<file path="src/rtl/sensor_pkg.sv">
// Shared types and widths for the two-channel beam-sensor conditioner.
package sensor_pkg;

   typedef enum logic {ST_STABLE, ST_CONFIRM} deb_state_t;

   localparam int SENSOR_W = 2;
   localparam int GLITCH_W = 8;

endpackage

</file>
<file path="src/rtl/debounce_chan.sv">
// One sensor channel: 2-flop synchroniser followed by a confirm-counter debounce FSM.
module debounce_chan
   import sensor_pkg::*;
#(
   parameter int DEBOUNCE_CYCLES = 16,
   parameter int CNT_W           = $clog2(DEBOUNCE_CYCLES)
) (
   input  logic clk,
   input  logic reset,
   input  logic raw,
   output logic btn,
   output logic btn_chg,
   output logic reject
);

   localparam logic [CNT_W-1:0] CNT_LAST = CNT_W'(DEBOUNCE_CYCLES - 1);
   localparam logic [CNT_W-1:0] CNT_ONE  = CNT_W'(1);

   logic             sync1;
   logic             sync2;
   deb_state_t       state;
   deb_state_t       state_nxt;
   logic [CNT_W-1:0] cnt;
   logic [CNT_W-1:0] cnt_nxt;
   logic             btn_nxt;
   logic             chg_nxt;

   // Synchroniser and FSM registers share the asynchronous clear
   always_ff @(posedge clk or negedge reset) begin
      if (!reset) begin
         sync1   <= 1'b0;
         sync2   <= 1'b0;
         state   <= ST_STABLE;
         cnt     <= '0;
         btn     <= 1'b0;
         btn_chg <= 1'b0;
      end else begin
         sync1   <= raw;
         sync2   <= sync1;
         state   <= state_nxt;
         cnt     <= cnt_nxt;
         btn     <= btn_nxt;
         btn_chg <= chg_nxt;
      end
   end

   // cnt counts consecutive mismatching cycles; the Dth one commits the new level
   always_comb begin
      state_nxt = state;
      cnt_nxt   = cnt;
      btn_nxt   = btn;
      chg_nxt   = 1'b0;
      reject    = 1'b0;
      case (state)
         ST_STABLE: begin
            if (sync2 != btn) begin
               state_nxt = ST_CONFIRM;
               cnt_nxt   = CNT_ONE;
            end else begin
               cnt_nxt = '0;
            end
         end
         ST_CONFIRM: begin
            if (sync2 == btn) begin
               state_nxt = ST_STABLE;
               cnt_nxt   = '0;
               reject    = 1'b1;
            end else if (cnt == CNT_LAST) begin
               state_nxt = ST_STABLE;
               cnt_nxt   = '0;
               btn_nxt   = sync2;
               chg_nxt   = 1'b1;
            end else begin
               cnt_nxt = cnt + CNT_ONE;
            end
         end
         default: begin
            state_nxt = ST_STABLE;
            cnt_nxt   = '0;
         end
      endcase
   end

endmodule

</file>
<file path="src/rtl/sensor_debounce.sv">
// Two-channel sensor input conditioner with a saturating count of rejected glitches.
module sensor_debounce
   import sensor_pkg::*;
#(
   parameter int DEBOUNCE_CYCLES = 16,
   parameter int CNT_W           = $clog2(DEBOUNCE_CYCLES)
) (
   input  logic                clk,
   input  logic                reset,
   input  logic [SENSOR_W-1:0] raw_btn,
   output logic [SENSOR_W-1:0] btn,
   output logic [SENSOR_W-1:0] btn_chg,
   output logic [GLITCH_W-1:0] glitch_count
);

   logic [SENSOR_W-1:0] reject;
   logic [1:0]          rej_sum;

   function automatic logic [GLITCH_W-1:0] sat_add(input logic [GLITCH_W-1:0] acc,
                                                   input logic [1:0]          inc);
      logic [GLITCH_W:0] sum;
      sum = {1'b0, acc} + {{(GLITCH_W-1){1'b0}}, inc};
      return sum[GLITCH_W] ? {GLITCH_W{1'b1}} : sum[GLITCH_W-1:0];
   endfunction

   for (genvar i = 0; i < SENSOR_W; i++) begin : g_chan
      debounce_chan #(
         .DEBOUNCE_CYCLES (DEBOUNCE_CYCLES),
         .CNT_W           (CNT_W)
      ) u_chan (
         .clk     (clk),
         .reset   (reset),
         .raw     (raw_btn[i]),
         .btn     (btn[i]),
         .btn_chg (btn_chg[i]),
         .reject  (reject[i])
      );
   end

   // Both channels may reject on the same cycle, so add 0..2 per edge
   assign rej_sum = {1'b0, reject[0]} + {1'b0, reject[1]};

   always_ff @(posedge clk or negedge reset) begin
      if (!reset) begin
         glitch_count <= '0;
      end else begin
         glitch_count <= sat_add(glitch_count, rej_sum);
      end
   end

endmodule

</file>
<file path="config.mk">
export PLATFORM = sky130hd
export DESIGN_NAME = sensor_debounce
export DESIGN_NICKNAME = d
export VERILOG_FILES = /design/src/rtl/sensor_pkg.sv /design/src/rtl/debounce_chan.sv /design/src/rtl/sensor_debounce.sv
export SDC_FILE = /design/constraint.sdc
export NUM_CORES = 1
export LEC_CHECK = 0
export ABC_AREA = 1
export CORE_MARGIN = 2
export CORE_UTILIZATION = 54
export CTS_BUF_LIST = sky130_fd_sc_hd__clkbuf_4 sky130_fd_sc_hd__clkbuf_8 sky130_fd_sc_hd__clkbuf_16
export CTS_CLUSTER_SIZE = 40
export DETAILED_ROUTE_END_ITERATION = 8
export DONT_BUFFER_PORTS = 1
export GPL_ROUTABILITY_DRIVEN = 0
export PLACE_DENSITY_LB_ADDON = 0.25
export RECOVER_POWER = 50
export SLEW_MARGIN = 30
export SYNTH_ARGS = -nofsm -noshare
export SYNTH_HDL_FRONTEND = slang
export SYNTH_HIERARCHICAL = 1
export SYNTH_SLANG_ARGS = --single-unit
</file>
<file path="constraint.sdc">
create_clock -name clk -period 1.65 [get_ports clk]
set_clock_uncertainty 0.05 [all_clocks]
set_input_delay 0 -clock clk [delete_from_list [all_inputs] [get_ports clk]]
set_output_delay 0 -clock clk [all_outputs]
set_load 0.01 [all_outputs]
</file>
==> summary.json, run 1 <==
{
  "yosys": {
    "synth_warnings": 6,
    "synth_area_per_cell_um2": 8.72,
    "post_synth_num_cell_types": 16,
    "ys_ff_latch": 26,
    "synth_compound_gate_area_share_pct": 3.30,
    "synth_largest_type_area_fraction_pct": 53.7,
    "synthesis.instances": 139,
    "synth-simple-area-share_pct": 29.6,
    "mappedNetlistArea_um2": 1210,
    "synth.yosys.seq_area_share_pct": 53.7,
    "nets_in_the_synthesized_netlist": 147,
    "yosys.area.top_type": "sky130_fd_sc_hd__dfrtp_1",
    "combinational_family_with_the_most_area_after_synthesis": "simple AND/OR/NAND/NOR gates",
    "post_synth_xor_area_fraction_pct": 0,
    "yosys.area_share.adder_pct": 4.75,
    "synth.area.mux_share_pct": 0,
    "synth.area.top_cells": "sky130_fd_sc_hd__dfrtp_1 (54%), sky130_fd_sc_hd__nand2_1 (9.6%), sky130_fd_sc_hd__inv_1 (8.7%)"
  },
  "global_route": {
    "initial_antenna_violation_count": 0,
    "grt_first_pass_wirelength_um": 3600,
    "first_global_vias": 881,
    "global_route_total_overflow": 0,
    "largest_net_degree_at_the_start_of_global_routing": 27,
    "gr-usage-all-layers_pct": 18.5
  },
  "floorplanning": {
    "die_h_um": 51.4,
    "fp.dieW_um": 51.4,
    "floorplan.die_area_um2": 2640,
    "num_io_pins": 16,
    "num_rows": 17,
    "initial_core_util_pct": 55.9,
    "area_inside_the_core_boundary_um2": 2170
  },
  "pwr": {
    "power_density_nw_per_um2": 1100,
    "fin_total_pwr_mw": 1.65,
    "power_frac_seq_pct": 53.0,
    "switching_share_pct": 32.3,
    "power.combinational.fraction_pct": 20.5,
    "p_clk_share_pct": 26.5,
    "power.ir.vdd_worst_mv": 0.894,
    "power.leakage_nw": 0.802,
    "cell_internal_pwr_mw": 1.12,
    "total_switching_power_uw": 533
  },
  "sta": {
    "slew_headroom_pct": 8.40,
    "max_clock_freq_mhz": 572,
    "final-max-slew-violation-count": 0,
    "finalSetupViolations": 8,
    "grt_setup_unrepaired": "yes",
    "fin_ws_ns": -0.0987,
    "fin_crit_ns": 1.75,
    "final-hold-violation-count": 0,
    "timing_worst_slew_pin_value_ns": 1.37,
    "final.period_utilization_pct": 106
  },
  "status": {
    "outcome": "complete, but fails checks",
    "failed_checks": "negative setup slack"
  },
  "cts": {
    "cts-htree-levels": 1,
    "clk_root_buffer_cell": "sky130_fd_sc_hd__clkbuf_4",
    "cts-buffers-inserted": 3,
    "clock_sink_count": 26,
    "cts.path.max_buffers": 2,
    "clk-insertion-delay-late_ns": 0.32,
    "cts_tree": "yes",
    "path_clk_slew_ns": 0.14
  },
  "detailed_routing": {
    "dr.first_iter.drc_count": 13,
    "num_vias": 932,
    "routed_wirelength_um": 2170,
    "dr.pass1.iters": 4,
    "drt_drc_violations_left": 0,
    "vias_per_cell": 4.91,
    "antenna_violating_nets_post_route": 0,
    "routed_wire_length_per_instance_um": 11.4
  },
  "worst_setup_path": {
    "path_class": "flip-flop to flip-flop",
    "arrival_time_reported_for_the_critical_path_endpoint_ns": 1.92,
    "crit_path_max_fanout": 7,
    "critical_path.startpoint_type": "flip-flop",
    "critPathCaptureType": "flip-flop",
    "cp_data_required_time_ns": 1.82
  },
  "cells_and_area": {
    "final_layout_size_suffix_gt1_share_pct": 25.9,
    "layoutNonFillerInstCount": 190,
    "nets": 171,
    "antenna_diode_count": 0,
    "layout-area-overhead-vs-synth_pct": 24.3,
    "final_common_cell": "sky130_fd_sc_hd__nand2_1",
    "most_frequent_cells_in_the_layout": "sky130_fd_sc_hd__nand2_1 (30), sky130_fd_sc_hd__inv_1 (26), sky130_fd_sc_hd__dfrtp_1 (26)"
  },
  "placement": {
    "port_buffers": 0,
    "dp_hpwl_um": 1510,
    "dp.cells": 177
  },
  "min_path": {
    "holdCritPathClass": "primary input to flip-flop"
  },
  "flow_run": {
    "number_of_max_capacitance_violations_reported": 0
  }
}
sequential cells by signal, summed over array words and instances, names as in the netlist:
| name | count |
|---|---|
| g_chan.u_chan/cnt | 8 |
| glitch_count | 8 |
| g_chan.u_chan/sync1 | 2 |
| g_chan.u_chan/btn_chg | 2 |
| g_chan.u_chan/state | 2 |
| g_chan.u_chan/btn | 2 |
| g_chan.u_chan/sync2 | 2 |
path summary, 6_finish.rpt:
kind	from	end	slack [ns]	cells after the start
max	g_chan[1].u_chan/sync2$_DFF_PN0_	glitch_count[5]$_DFF_PN0_	-0.1	10
min	raw_btn[1]	g_chan[1].u_chan/sync1$_DFF_PN0_	0.17	1
max reg2reg	g_chan[1].u_chan/sync2$_DFF_PN0_	glitch_count[5]$_DFF_PN0_	-0.1	10
min reg2reg	g_chan[1].u_chan/sync1$_DFF_PN0_	g_chan[1].u_chan/sync2$_DFF_PN0_	0.32	0
max in group asynchronous	reset	glitch_count[7]$_DFF_PN0_	0.30	2
min in group asynchronous	reset	g_chan[0].u_chan/cnt[1]$_DFF_PN0_	0.45	2
cells by family after synthesis:
| kind of cell | after synthesis |
|---|---|
| simple gates | 73 |
| buf+inv | 28 |
| flops | 26 |
| compound gates | 8 |
| fa+ha+maj | 4 |
worst max-delay path: stages, from the launching register on:
cell,delay (ns)
sky130_fd_sc_hd__dfrtp_1,0.42
sky130_fd_sc_hd__inv_1,0.07
sky130_fd_sc_hd__nand2_1,0.07
sky130_fd_sc_hd__nand2_2,0.10
sky130_fd_sc_hd__nor2_4,0.04
sky130_fd_sc_hd__fa_2,0.41
sky130_fd_sc_hd__ha_4,0.18
sky130_fd_sc_hd__nand2_4,0.07
sky130_fd_sc_hd__nor2_4,0.05
sky130_fd_sc_hd__nand2_4,0.10
sky130_fd_sc_hd__nand3_2,0.08
what timing repair did:
action	CTS	global route
gates resized for setup	5	5
hold endpoints to repair	28	0
hold buffers	4	0
pin swaps	1	4
setup buffers	3	2
setup endpoints to repair	8	8
cells in the mapped netlist, drive strengths merged:
cell type / number
a21oi: 4
nand3: 14
inv: 28
nand2: 37
fa: 1
o21ai: 4
dfrtp: 26
nor3: 2
nor2: 16
nand4: 4
ha: 3
per-stage QoR:
stage | worst slack (ns) | TNS, ns | instance area [µm²] | utilization, % | hold WS [ns]
4_1_cts | -0.0387 | -0.163 | 1500 | 68.9 | 0.0232
6_report | -0.0987 | -0.658 | 1510 | 69.4 | 0.170
2_1_floorplan | -0.0545 | -0.275 | 1230 | - | -0.346
3_5_place_dp | -0.0489 | -0.248 | 1350 | 62.0 | -0.345
3_3_place_gp | 0.00116 | 0 | 1350 | 62.0 | -0.345
5_1_grt | -0.200 | -1.44 | 1510 | 69.4 | 0.146
final cells by class:
class / instances / area, µm²
clock inverters: 1 / 30.0
fillers: 176 / 663
multi-input cells: 85 / 517
repair buffers: 19 / 146
clock buffers: 3 / 22.5
flip-flops and latches: 26 / 651
inverters: 28 / 105
well taps: 28 / 35.0
per-layer routing:
metal / wire, µm / up-vias / GRT usage, %
met5: 0 / - / 0
met3: 84 / 5 / 4.68
li1: - / 477 / -
met4: 36 / 0 / 7.89
met2: 1120 / 19 / 30.6
met1: 928 / 431 / 23.0
power by group through the flow:
stage,Combinational (mW),Clock [mW],Sequential (mW)
2_1_floorplan,0.200,0,0.864
3_3_place_gp,0.280,0,0.879
3_5_place_dp,0.284,0,0.880
4_1_cts,0.333,0.448,0.873
5_1_grt,0.392,0.473,0.888
6_report,0.339,0.437,0.874
(Power assumes the default switching activity.)
==> run 2, diff against run 1 <==
Settings changed: CELL_PAD_IN_SITES_DETAIL_PLACEMENT set to 0, CELL_PAD_IN_SITES_GLOBAL_PLACEMENT set to 1, CORE_UTILIZATION 54 to 41.
==> summary.json, run 2 (synthesis results as in run 1) <==
{
  "global_route": {
    "gr-usage-all-layers_pct": 14.4,
    "global_route_total_overflow": 0,
    "largest_net_degree_at_the_start_of_global_routing": 27,
    "initial_antenna_violation_count": 0,
    "first_global_vias": 896,
    "grt_first_pass_wirelength_um": 3770
  },
  "sta": {
    "grt_setup_unrepaired": "yes",
    "final.period_utilization_pct": 104,
    "fin_ws_ns": -0.0618,
    "max_clock_freq_mhz": 584,
    "final-max-slew-violation-count": 0,
    "timing_worst_slew_pin_value_ns": 1.38,
    "slew_headroom_pct": 8.24,
    "fin_crit_ns": 1.71,
    "finalSetupViolations": 8,
    "final-hold-violation-count": 0
  },
  "pwr": {
    "power.combinational.fraction_pct": 23.8,
    "total_switching_power_uw": 521,
    "p_clk_share_pct": 17.5,
    "power.ir.vdd_worst_mv": 0.678,
    "power.leakage_nw": 0.807,
    "switching_share_pct": 35.1,
    "power_frac_seq_pct": 58.7,
    "cell_internal_pwr_uw": 963,
    "power_density_nw_per_um2": 984
  },
  "cells_and_area": {
    "most_frequent_cells_in_the_layout": "sky130_fd_sc_hd__nand2_1 (30), sky130_fd_sc_hd__inv_1 (26), sky130_fd_sc_hd__dfrtp_1 (26)",
    "final_common_cell": "sky130_fd_sc_hd__nand2_1",
    "antenna_diode_count": 0,
    "reg_top3": "g_chan.u_chan/cnt x8, glitch_count x8",
    "final_area_um2": 1510,
    "nets": 173,
    "layout.filler_cells": 263,
    "layout-area-overhead-vs-synth_pct": 24.4,
    "final_layout_size_suffix_gt1_share_pct": 28.2
  },
  "cts": {
    "clk-insertion-delay-late_ns": 0.31,
    "path_clk_slew_ns": 0.14,
    "clk_root_buffer_cell": "sky130_fd_sc_hd__clkbuf_4",
    "cts_tree": "yes",
    "cts-htree-levels": 1,
    "clock_sink_count": 26,
    "cts-buffers-inserted": 3,
    "cts.path.max_buffers": 2
  },
  "detailed_routing": {
    "dr.pass1.iters": 4,
    "vias_per_cell": 4.77,
    "drt_drc_violations_left": 0,
    "antenna_violating_nets_post_route": 0,
    "routed_wirelength_um": 2140,
    "num_vias": 926,
    "dr.first_iter.drc_count": 17,
    "routed_wire_length_per_instance_um": 11.0
  },
  "status": {
    "outcome": "complete, but fails checks",
    "failed_checks": "negative setup slack"
  },
  "floorplanning": {
    "num_rows": 19,
    "floorplan.die_area_um2": 3410,
    "initial_core_util_pct": 43.6,
    "area_inside_the_core_boundary_um2": 2780,
    "fp.dieW_um": 58.4,
    "num_io_pins": 16,
    "die_h_um": 58.4
  },
  "worst_setup_path": {
    "critical_path.startpoint_type": "flip-flop",
    "cell_occurring_most_often_along_the_worst_timing_path": "sky130_fd_sc_hd__nand2_2",
    "arrival_time_reported_for_the_critical_path_endpoint_ns": 1.87,
    "cpPeakStageDelay_ns": 0.44,
    "cp_data_required_time_ns": 1.81,
    "worstPathCellList": "inv_2 -> nand2_2 -> nand2_2 -> nor2_2 -> fa_2 -> ha_4 -> buf_4 -> nor2_1 -> o21ai_2",
    "cpMaxStageDelayCell": "sky130_fd_sc_hd__dfrtp_1",
    "path_class": "flip-flop to flip-flop",
    "crit_path_max_fanout": 3,
    "critPathCaptureType": "flip-flop"
  },
  "flow_run": {
    "number_of_max_capacitance_violations_reported": 0
  },
  "placement": {
    "dp_hpwl_um": 1510,
    "port_buffers": 0,
    "dpl_cell_area_um2": 1340,
    "preCtsSetupSlack_ns": -0.0580
  },
  "min_path": {
    "holdCritPathClass": "primary input to flip-flop"
  }
}
run 2: path summary, 6_finish.rpt:
check	startpoint	to	slack [ns]	depth (start not counted)
min reg2reg	g_chan[0].u_chan/sync1$_DFF_PN0_	g_chan[0].u_chan/sync2$_DFF_PN0_	0.33	0
max	g_chan[1].u_chan/btn$_DFFE_PN0P_	glitch_count[2]$_DFF_PN0_	-0.06	9
max reg2reg	g_chan[1].u_chan/btn$_DFFE_PN0P_	glitch_count[2]$_DFF_PN0_	-0.06	9
max in group asynchronous	reset	g_chan[0].u_chan/cnt[3]$_DFF_PN0_	0.26	2
min	raw_btn[0]	g_chan[0].u_chan/sync1$_DFF_PN0_	0.19	1
min in group asynchronous	reset	g_chan[1].u_chan/cnt[3]$_DFF_PN0_	0.48	2
run 2: per-layer routing:
metal,wire length (µm),track usage [%],part of all wire [%]
met5,0,0,0
met4,17,5.98,0.80
met3,87,2.64,4.1
met2,1030,22.3,48
met1,1000,19.9,47
run 2: timing repair:
item,4_1_cts,5_1_grt
cloned,0,0
hold buffers,4,0
gates resized for setup,6,7
pin swaps,3,3
setup buffers,8,2
endpoints found under the setup margin,8,9
hold endpoints to repair,28,0
run 2: final cells by class:
cell class	count	area (µm²)	area share, %
Multi-Input combinational cell	85	526	34.9
Tap cell	31	38.8	2.57
Clock buffer	3	22.5	1.49
Timing Repair Buffer	21	165	11.0
Inverter	28	105	6.97
Sequential cell	26	651	43.2
run 2: per-stage QoR:
step	hold WS (ns)	util, %	instances	power [mW]	TNS [ns]
floorplan	-0.346	-	139	1.06	-0.275
global placement	-0.345	48.2	179	1.15	-0.216
detailed placement	-0.345	48.2	179	1.16	-0.299
CTS	0.0461	54.0	194	1.48	-0.439
global route	0.168	54.2	194	1.60	-2.11
finish	0.189	54.2	194	1.48	-0.246
run 2: power groups by stage:
stage | Clock, mW | Sequential, mW | Combinational [mW]
global placement | 0 | 0.876 | 0.279
finish | 0.260 | 0.871 | 0.353
detailed placement | 0 | 0.880 | 0.285
CTS | 0.277 | 0.872 | 0.332
floorplan | 0 | 0.864 | 0.200
global route | 0.294 | 0.891 | 0.415
run 2: critical path: cells and delay by family, from the launching register on:
| family | cells | cell delay [ns] |
|---|---|---|
| AND/OR/NAND/NOR | 4 | 0.28 |
| flip-flops | 1 | 0.44 |
| AO/OA/AOI/OAI | 1 | 0.06 |
| adder cells (fa/ha/maj) | 2 | 0.56 |
| buffers and inverters | 2 | 0.20 |
==> run 3, diff against run 2 <==
Settings changed: SKIP_CTS_REPAIR_TIMING set to 1.
==> summary.json, run 3 (synthesis results as in run 1) <==
{
  "sta": {
    "final.period_utilization_pct": 104,
    "max_clock_freq_mhz": 583,
    "fin_ws_ns": -0.0651,
    "grt_setup_unrepaired": "yes",
    "final-max-slew-violation-count": 0,
    "fin_crit_ns": 1.72,
    "timing_worst_slew_pin_value_ns": 1.15,
    "finalSetupViolations": 8,
    "slew_headroom_pct": 23.6,
    "final-hold-violation-count": 0
  },
  "floorplanning": {
    "num_io_pins": 16,
    "num_rows": 19,
    "floorplan.die_area_um2": 3410,
    "fp.dieW_um": 58.4,
    "die_h_um": 58.4,
    "initial_core_util_pct": 43.6,
    "area_inside_the_core_boundary_um2": 2780
  },
  "cells_and_area": {
    "nets": 166,
    "most_frequent_cells_in_the_layout": "sky130_fd_sc_hd__nand2_1 (31), sky130_fd_sc_hd__inv_1 (27), sky130_fd_sc_hd__dfrtp_1 (26)",
    "antenna_diode_count": 0,
    "final_layout_size_suffix_gt1_share_pct": 22.4,
    "reg_top3": "g_chan.u_chan/cnt x8, glitch_count x8",
    "layoutNonFillerInstCount": 187,
    "final_area_um2": 1440,
    "layout-area-overhead-vs-synth_pct": 19.0,
    "final_common_cell": "sky130_fd_sc_hd__nand2_1"
  },
  "worst_setup_path": {
    "cpPeakStageDelay_ns": 0.44,
    "critPathCaptureType": "flip-flop",
    "crit_path_max_fanout": 7,
    "cpMaxStageDelayCell": "sky130_fd_sc_hd__dfrtp_1",
    "arrival_time_reported_for_the_critical_path_endpoint_ns": 1.88,
    "cp_data_required_time_ns": 1.81,
    "critical_path.startpoint_type": "flip-flop",
    "worstPathCellList": "inv_2 -> nand2_1 -> nand2_2 -> nor2_2 -> fa_2 -> ha_4 -> nand2_4 -> nor2_2 -> nand2_4 -> nand3_1",
    "path_class": "flip-flop to flip-flop"
  },
  "cts": {
    "cts_tree": "yes",
    "path_clk_slew_ns": 0.14,
    "clk-insertion-delay-late_ns": 0.31,
    "clk_root_buffer_cell": "sky130_fd_sc_hd__clkbuf_4",
    "cts-buffers-inserted": 3,
    "cts.path.max_buffers": 2,
    "clock_sink_count": 26,
    "cts-htree-levels": 1
  },
  "detailed_routing": {
    "vias_per_cell": 4.84,
    "dr.first_iter.drc_count": 27,
    "routed_wirelength_um": 2050,
    "routed_wire_length_per_instance_um": 11.0,
    "antenna_violating_nets_post_route": 0,
    "dr.pass1.iters": 4,
    "drt_drc_violations_left": 0,
    "num_vias": 905
  },
  "global_route": {
    "first_global_vias": 829,
    "largest_net_degree_at_the_start_of_global_routing": 27,
    "global_route_total_overflow": 0,
    "gr-usage-all-layers_pct": 13.3,
    "grt_first_pass_wirelength_um": 3490,
    "initial_antenna_violation_count": 0
  },
  "placement": {
    "port_buffers": 0,
    "dp_hpwl_um": 1510,
    "dpl_cell_area_um2": 1340,
    "preCtsSetupSlack_ns": -0.0580,
    "dp.cells": 179
  },
  "pwr": {
    "power.leakage_nw": 0.776,
    "power.ir.vdd_worst_mv": 0.659,
    "power_density_nw_per_um2": 1010
  },
  "status": {
    "failed_checks": "negative setup slack",
    "outcome": "complete, but fails checks"
  },
  "min_path": {
    "holdCritPathClass": "primary input to flip-flop"
  },
  "flow_run": {
    "number_of_max_capacitance_violations_reported": 0
  }
}
## run 3: final cells by class
| type | instances | area (µm²) |
|---|---|---|
| Multi-Input combinational cell | 85 | 508 |
| Sequential cell | 26 | 651 |
| Fill cell | 274 | 1340 |
| Clock buffer | 3 | 22.5 |
| Timing Repair Buffer | 14 | 118 |
| Inverter | 28 | 105 |
| Tap cell | 31 | 38.8 |
## run 3: path summary, 6_finish.rpt
check / start / endpoint / slack, ns / depth (start not counted)
hold / removal: raw_btn[1] / g_chan[1].u_chan/sync1$_DFF_PN0_ / 0.18 / 1
setup / recovery: g_chan[1].u_chan/btn$_DFFE_PN0P_ / glitch_count[7]$_DFF_PN0_ / -0.07 / 10
max in group asynchronous: reset / g_chan[0].u_chan/cnt[1]$_DFF_PN0_ / 0.38 / 2
min in group asynchronous: reset / g_chan[1].u_chan/cnt[3]$_DFF_PN0_ / 0.48 / 2
setup reg to reg: g_chan[1].u_chan/btn$_DFFE_PN0P_ / glitch_count[7]$_DFF_PN0_ / -0.07 / 10
hold reg to reg: g_chan[0].u_chan/sync1$_DFF_PN0_ / g_chan[0].u_chan/sync2$_DFF_PN0_ / 0.33 / 0
## run 3: worst max-delay path: cells and delay by family (launching register included)
family | cells | cell delay, ns
fa+ha+maj | 2 | 0.59
simple gates | 7 | 0.48
buf+inv | 1 | 0.07
flops | 1 | 0.44
## run 3: power by group
| group | total [mW] | switching, mW | internal, mW |
|---|---|---|---|
| clock network | 0.260 | 0.174 | 0.0852 |
| registers | 0.870 | 0.146 | 0.724 |
| logic | 0.333 | 0.188 | 0.146 |
| total | 1.46 | 0.508 | 0.955 |
## run 3: through the flow
step                setup TNS [ns]  hold slack (ns)  total power, mW  util (%)
floorplan                   -0.275           -0.346             1.06         -
global route                 -1.23            0.168             1.58      51.9
detailed placement          -0.299           -0.345             1.16      48.2
CTS                         -0.486           -0.707             1.43      49.0
global placement            -0.216           -0.345             1.15      48.2
finish                      -0.427            0.184             1.46      51.9
## run 3: layer usage
layer | part of all wire [%] | vias to the layer above | track usage, %
li1 | - | 465 | -
met1 | 47 | 417 | 18.7
met2 | 46 | 21 | 20.1
met3 | 5.7 | 2 | 2.64
met4 | 0.78 | 0 | 5.98
met5 | 0 | - | 0
